===== src/rtl/pingpong_transpose_buf.sv =====
// Ping-pong N x N register-bank transpose buffer: rows are written into one bank while
// the other bank is drained column by column (or row by row when TRANSPOSE=0).
module pingpong_transpose_buf #(
  parameter int unsigned N         = 8,
  parameter int unsigned EW        = 8,
  parameter bit          TRANSPOSE = 1'b1
) (
  input  logic            clk,
  input  logic            rst,
  input  logic            wr_valid,
  output logic            wr_ready,
  input  logic [N*EW-1:0] wr_data,
  input  logic [N-1:0]    wr_be,
  output logic            rd_valid,
  input  logic            rd_ready,
  output logic [N*EW-1:0] rd_data,
  output logic            rd_last,
  output logic [1:0]      bank_full
);

  localparam int unsigned IW = (N > 1) ? $clog2(N) : 1;
  localparam int unsigned DW = N * EW;

  logic [EW-1:0] mem [2][N][N];

  logic          wr_bank;
  logic          rd_bank;
  logic [IW-1:0] wr_row;
  logic [IW-1:0] rd_col;

  logic          wr_fire;
  logic          wr_wrap;
  logic          fetch;
  logic          rd_wrap;
  logic [1:0]    bank_full_nxt;
  logic [DW-1:0] rd_word;

  assign wr_ready = ~bank_full[wr_bank];
  assign wr_fire  = wr_valid & wr_ready;
  assign wr_wrap  = (wr_row == IW'(N - 1));
  assign fetch    = bank_full[rd_bank] & (~rd_valid | rd_ready);
  assign rd_wrap  = (rd_col == IW'(N - 1));

  // Storage is never reset; per-element byte enables keep old contents.
  always_ff @(posedge clk) begin
    if (!rst && wr_fire) begin
      for (int unsigned e = 0; e < N; e++) begin
        if (wr_be[e]) begin
          mem[wr_bank][wr_row][e] <= wr_data[e*EW +: EW];
        end
      end
    end
  end

  // Gather one column (or row) of the read bank into a beat.
  always_comb begin
    rd_word = '0;
    for (int unsigned r = 0; r < N; r++) begin
      if (TRANSPOSE) begin
        rd_word[r*EW +: EW] = mem[rd_bank][r][rd_col];
      end else begin
        rd_word[r*EW +: EW] = mem[rd_bank][rd_col][r];
      end
    end
  end

  // Set and clear always hit different banks, so both apply in the same cycle.
  always_comb begin
    bank_full_nxt = bank_full;
    if (fetch && rd_wrap) begin
      bank_full_nxt[rd_bank] = 1'b0;
    end
    if (wr_fire && wr_wrap) begin
      bank_full_nxt[wr_bank] = 1'b1;
    end
  end

  always_ff @(posedge clk) begin
    if (rst) begin
      wr_bank   <= 1'b0;
      rd_bank   <= 1'b0;
      wr_row    <= '0;
      rd_col    <= '0;
      bank_full <= 2'b00;
      rd_valid  <= 1'b0;
      rd_last   <= 1'b0;
      rd_data   <= '0;
    end else begin
      bank_full <= bank_full_nxt;

      if (wr_fire) begin
        if (wr_wrap) begin
          wr_row  <= '0;
          wr_bank <= ~wr_bank;
        end else begin
          wr_row  <= wr_row + IW'(1);
        end
      end

      // Single output register: refill whenever empty or being consumed.
      if (fetch) begin
        rd_data  <= rd_word;
        rd_valid <= 1'b1;
        rd_last  <= rd_wrap;
        if (rd_wrap) begin
          rd_col  <= '0;
          rd_bank <= ~rd_bank;
        end else begin
          rd_col  <= rd_col + IW'(1);
        end
      end else if (rd_valid && rd_ready) begin
        rd_valid <= 1'b0;
        rd_last  <= 1'b0;
      end
    end
  end

endmodule

===== config.mk =====
export PLATFORM = sky130hd
export DESIGN_NAME = pingpong_transpose_buf
export DESIGN_NICKNAME = d
export VERILOG_FILES = /design/src/rtl/pingpong_transpose_buf.sv
export SDC_FILE = /design/constraint.sdc
export NUM_CORES = 1
export LEC_CHECK = 0
export ABC_AREA = 0
export BUFFER_PORTS_ARGS = -buffer_cell sky130_fd_sc_hd__buf_2
export CELL_PAD_IN_SITES_DETAIL_PLACEMENT = 0
export CELL_PAD_IN_SITES_GLOBAL_PLACEMENT = 1
export CORE_ASPECT_RATIO = 0.9
export CORE_UTILIZATION = 25
export DETAILED_ROUTE_END_ITERATION = 7
export PLACE_DENSITY = 0.42
export SYNTH_ARGS = -nofsm -noshare
export SYNTH_HDL_FRONTEND = slang
export SYNTH_SLANG_ARGS = --single-unit

===== constraint.sdc =====
create_clock -name clk -period 3.53 [get_ports clk]
set_clock_uncertainty 0.2 [all_clocks]
set_input_delay 0.8825 -clock clk [delete_from_list [all_inputs] [get_ports clk]]
set_output_delay 0.8825 -clock clk [all_outputs]
set_load 0.01 [all_outputs]

==> results.cfg, run 1 <==
[routing]
drt_iter0_markers = 2811
final_antenna_net_count = 0
post_drt_wl_per_cell_um = 31.6
drc_errors = 0
drt-pass1-iter-count = 5
drt-total-wl_um = 182000
vias_per_cell = 4.82
dr_total_vias = 27700

[synthesis]
netlist.area_leader.share_pct = 64.4
ys_seq_area_share_pct = 67.7
syn_nets = 2791
synth_area_um2 = 47700
netlist_instances = 2711
ys_async_sr_fraction_pct = 0
synthDistinctLibCells = 39
synth-edff-count = 1024
synth_top_area_cell = edfxtp_1
ys_ff_latch = 1101
yosys_warnings = 0
syn_area_per_cell_um2 = 17.6
ys.flop_type = edfxtp_1
synthTopCellsByArea = edfxtp_1 (64%), mux2_2 (11%), mux4_2 (9.1%)

[global_routing]
groute.usage.overall_pct = 18.7
use_met1_pct = 26.0
use_met3_pct = 3.90
busiest_layer = met2
antenna_found_initial = 55
grt_max_degree = 66
grt_overflow_total = 0
grt_pass1_vias = 29000
met2_usage_pct = 29.4
grt_pass1_wl_um = 247000

[sta]
layout_worst_path_cycle_share_pct = 97.1
setup_tns_ns = 0
rsz0062_at_grt = no
setup_viol = 0
worst_slew_pin_slew_ns = 1.27
hold_viol = 0
fin_ws_ns = 0.102
slew_violations = 0
clock.fmax_mhz = 292
relSlewSlack_pct = 13.5
min_period_ns = 3.43

[clocking]
cts-hold-fix-buffers = 0
ctsResizeCount = 0
tritoncts = done
cts_buffer_depth = 3
clock_sinks = 1101
cts_buffers = 130
htree_levels = 4
cts.reportedPaths.clkPinSlew_ns = 0.06
clk_latency_ns = 0.76
cts_setup_buffers = 0
clockRootBuffer = clkbuf_16

[critical_path]
path_common_cell = buf_12
cpPeakStageDelay_ns = 1.10
crit_required_ns = 4.04
cp_max_fo = 30
worstSetupStartpointType = flop
crit_buf_inv = 3
crit_arrival_ns = 3.93
cp_top_family = compound AO/OA/AOI/OAI gates
worst-setup-path-type = reg2reg
cp_slowest_cell = a2111oi_0
path_cells = buf_12 > buf_12 > mux2i_1 > a2111oi_0 > buf_4 > a211o_1
endpoint_kind = flop

[place]
place_ws_ns = 0.0809
hpwlAfterDp_um = 122000
gp_congestion = 0.770
port_buffers = 144

[die]
rows = 151
pin_count = 145
dieArea_um2 = 193000
die_w_um = 463
coreArea_um2 = 189000
die_h_um = 417
initial_utilization_pct = 25.3

[finish]
drive_above_1_share_pct = 42.0
nets = 3207
final_util_pct = 30.7
syn_to_final_growth_pct = 21.4
mostFrequentLayoutCells = edfxtp_1 (1024), mux2_2 (487), buf_4 (305)
layout_commonest_cell = edfxtp_1

[pwr]
p_seq_share_pct = 48.9
power_switching_share_pct = 21.5
peakVddDrop_mv = 0.495
pwr-share-comb_pct = 4.0
p_switching_w = 0.00629
static-leakage-power_nw = 19.4
p_int_w = 0.0230
finalPower_w = 0.0293
clkPwrFrac_pct = 47.1
powerDensity_nw_per_um2 = 505

[status]
status = complete, no violations

[worst_hold_path]
hp-class = in2reg
hp-start = rd_ready

[job]
maxCapViolCount = 0
-- power groups by stage --
| stage | Sequential, W | Combinational [W] | Clock, W |
|---|---|---|---|
| 5_1_grt | 0.0143 | 0.00123 | 0.0146 |
| 3_5_place_dp | 0.0146 | 0.00118 | 0 |
| 6_report | 0.0143 | 0.00117 | 0.0138 |
| 2_1_floorplan | 0.0146 | 0.000460 | 0 |
| 4_1_cts | 0.0143 | 0.00118 | 0.0141 |
| 3_3_place_gp | 0.0146 | 0.00115 | 0 |
-- layout make-up --
| class | instances | area [um2] |
|---|---|---|
| Clock inverter | 56 | 669 |
| Antenna cell | 9 | 22.5 |
| Inverter | 3 | 12.5 |
| Fill cell | 18600 | 131000 |
| Timing Repair Buffer | 474 | 3630 |
| Multi-Input combinational cell | 1417 | 14500 |
| Sequential cell | 1101 | 32300 |
| Tap cell | 2524 | 3160 |
| Clock buffer | 175 | 3640 |
-- worst paths after layout --
check                              endpoint  slack, ns  cells after the start
worst max-delay path            rd_data[21]       0.10                      6
worst min-delay path                rd_last       0.24                      4
worst max register to register  rd_data[21]       0.10                      6
worst min register to register  rd_data[50]       0.26                      1
-- Yosys cell counts, types with 45 or more instances --
master and number:
edfxtp_1 1024, clkbuf_1 121, dfxtp_1 77, mux2_2 487, a211o_1 64, mux4_2 192, a211oi_1 45, a2111oi_0 45
nor2_1 217, nand2_1 62, mux2i_1 110, nor2b_1 92
-- flip-flops by register name, indices dropped and copies added, names as in the netlist, named ones only --
signal and flops:
rd_valid 1, rd_col 3, bank_full 2, rd_bank 1, wr_bank 1, wr_row 3, rd_last 1, mem 1024
rd_data 64
-- kinds of logic (layout without fill, tap and decap cells) --
kind of cell	count (synthesis)	in the layout	synth area share (%)
compound gates	186	186	3.10
xor+xnor	1	1	0.0184
fa+ha+maj	4	4	0.105
buf+inv	193	708	2.02
flops	1101	1101	67.7
mux	789	789	22.9
other cells	0	9	0
simple gates	437	437	4.24
-- worst register-to-register path, stage by stage (launching register included) --
cell       delay (ns)
dfxtp_4          0.84
buf_12           0.43
buf_12           0.29
mux2i_1          0.16
a2111oi_0        1.10
buf_4            0.26
a211o_1          0.09
-- metrics by stage --
step | instance area (um2) | cells | hold slack, ns
final | 57900 | 5759 | 0.244
after global routing | 57900 | 5751 | 0.233
after CTS | 57900 | 5750 | 0.177
after detailed placement | 53600 | 5519 | 0.248
after global placement | 53600 | 5519 | 0.248
after floorplan | 47700 | 2711 | 0.262
-- routing by layer --
layer	up-vias	wire (um)
li1	11700	-
met1	14600	80800
met2	1142	83800
met3	257	12600
met4	4	4940
met5	-	33
Power figures use the tool's default switching activity.
==> inputs of run 2 (changes only) <==
==> constraint.sdc (replaced) <==
create_clock -name clk -period 3.53 [get_ports clk]
set_clock_uncertainty 0.2 [all_clocks]
set_input_delay 0.706 -clock clk [delete_from_list [all_inputs] [get_ports clk]]
set_output_delay 0.706 -clock clk [all_outputs]
set_load 0.01 [all_outputs]
==> results.cfg, run 2 (synthesis results as in run 1) <==
[sta]
slew_violations = 0
whs_ns = 0.146
setup_viol = 0
rsz0062_at_grt = no
clock.fmax_mhz = 328
min_period_ns = 3.05
hold_viol = 0
relSlewSlack_pct = 10.1
fin_ws_ns = 0.483
layout_worst_path_cycle_share_pct = 86.3
worst_slew_pin_slew_ns = 1.31

[finish]
mostFrequentLayoutCells = edfxtp_1 (1024), mux2_2 (487), buf_4 (339)
top_regs = mem x1024, rd_data x64
stdcell_count = 5794
final_cell_area_um2 = 58100
nets = 3241
regMostFlops = mem
syn_to_final_growth_pct = 21.6
largest_reg_flops = 1024
drive_above_1_share_pct = 42.8
layout_commonest_cell = edfxtp_1

[place]
port_buffers = 144
dp_cells = 5551
place_ws_ns = 0.341
dpl_cell_area_um2 = 53800
gp_congestion = 0.783
hpwlAfterDp_um = 122000

[critical_path]
path_cells = mux2i_1 > buf_4 > and2_1 > nand4_1 > nor2_1
crit_buf_inv = 1
cp_max_fo = 10
crit_arrival_ns = 3.22
cp_slowest_cell = nor2_1
endpoint_kind = flop
r2r-start = wr_bank
cp_top_family = simple AND/OR/NAND/NOR gates
cpPeakStageDelay_ns = 0.83
worst-setup-path-type = reg2reg
worstSetupStartpointType = flop
crit_required_ns = 3.71
worstSetupStartpoint = wr_bank

[pwr]
p_switching_w = 0.00636
finalPower_w = 0.0289
p_seq_share_pct = 49.6
static-leakage-power_nw = 19.5
clkPwrFrac_pct = 46.4
powerDensity_nw_per_um2 = 497
pwr-share-comb_pct = 4.0
p_int_w = 0.0225
peakVddDrop_mv = 0.365
power_switching_share_pct = 22.0

[routing]
drt-pass1-iter-count = 5
drt_iter0_markers = 2622
final_antenna_net_count = 0
vias_per_cell = 4.81
drc_errors = 0
post_drt_wl_per_cell_um = 31.7
dr_total_vias = 27900
drt-total-wl_um = 184000

[clocking]
cts_buffers = 130
cts_setup_buffers = 0
cts.reportedPaths.clkPinSlew_ns = 0.05
htree_levels = 4
clock_sinks = 1101
tritoncts = done
ctsResizeCount = 0
clk_latency_ns = 0.78
cts_buffer_depth = 3
clockRootBuffer = clkbuf_16

[global_routing]
grt_pass1_vias = 29200
grt_pass1_wl_um = 250000
grt_overflow_total = 0
antenna_found_initial = 55
grt_max_degree = 73
groute.usage.overall_pct = 18.9

[die]
die_h_um = 417
dieArea_um2 = 193000
rows = 151
pin_count = 145
coreArea_um2 = 189000
initial_utilization_pct = 25.3
die_w_um = 463

[worst_hold_path]
hp-class = in2reg
hp-start = wr_valid

[job]
maxCapViolCount = 0

[status]
status = complete, no violations
run 2: cell type report:
| class | instances | area (um2) |
|---|---|---|
| Antenna cell | 4 | 10.0 |
| Clock buffer | 179 | 3620 |
| Clock inverter | 58 | 584 |
| Fill cell | 18700 | 131000 |
| Inverter | 3 | 12.5 |
| Multi-Input combinational cell | 1417 | 14500 |
| Sequential cell | 1101 | 32300 |
| Tap cell | 2524 | 3160 |
| Timing Repair Buffer | 508 | 3840 |
run 2: final timing paths:
check / to / slack (ns) / cells past startpoint
max reg2reg: mem[1][315] / 0.48 / 5
min reg2reg: rd_data[7] / 0.26 / 1
max: mem[1][315] / 0.48 / 5
min: wr_bank / 0.15 / 4
run 2: what timing repair did:
action	CTS	global route
hold endpoints to repair	4	0
hold buffers	2	0
setup endpoints to repair	0	0
run 2: power groups by stage:
| stage | clock network, W | logic [W] | registers [W] |
|---|---|---|---|
| 6_report | 0.0134 | 0.00117 | 0.0143 |
| 5_1_grt | 0.0142 | 0.00123 | 0.0143 |
| 4_1_cts | 0.0137 | 0.00119 | 0.0143 |
| 3_5_place_dp | 0 | 0.00118 | 0.0146 |
| 3_3_place_gp | 0 | 0.00116 | 0.0146 |
| 2_1_floorplan | 0 | 0.000460 | 0.0146 |
run 2: routing by layer:
| layer | global-route usage (%) | vias to the layer above | routed length [um] |
|---|---|---|---|
| li1 | - | 11800 | - |
| met5 | 0 | - | 13 |
| met4 | 3.82 | 2 | 3050 |
| met3 | 3.63 | 177 | 12800 |
| met2 | 30.7 | 1062 | 86900 |
| met1 | 26.1 | 14800 | 80800 |
run 2: tightest hold or removal path, cell delays in order:
cell and delay (ns):
buf_2 0.12, nand3_1 0.09, nand2_1 0.08, a21oi_1 0.06
run 2: per-stage QoR:
step           setup TNS (ns)  utilization (%)
6_report                    0             30.7
5_1_grt                     0             30.7
4_1_cts                     0             30.7
3_5_place_dp                0             28.5
3_3_place_gp          -0.0782             28.5
2_1_floorplan               0                -
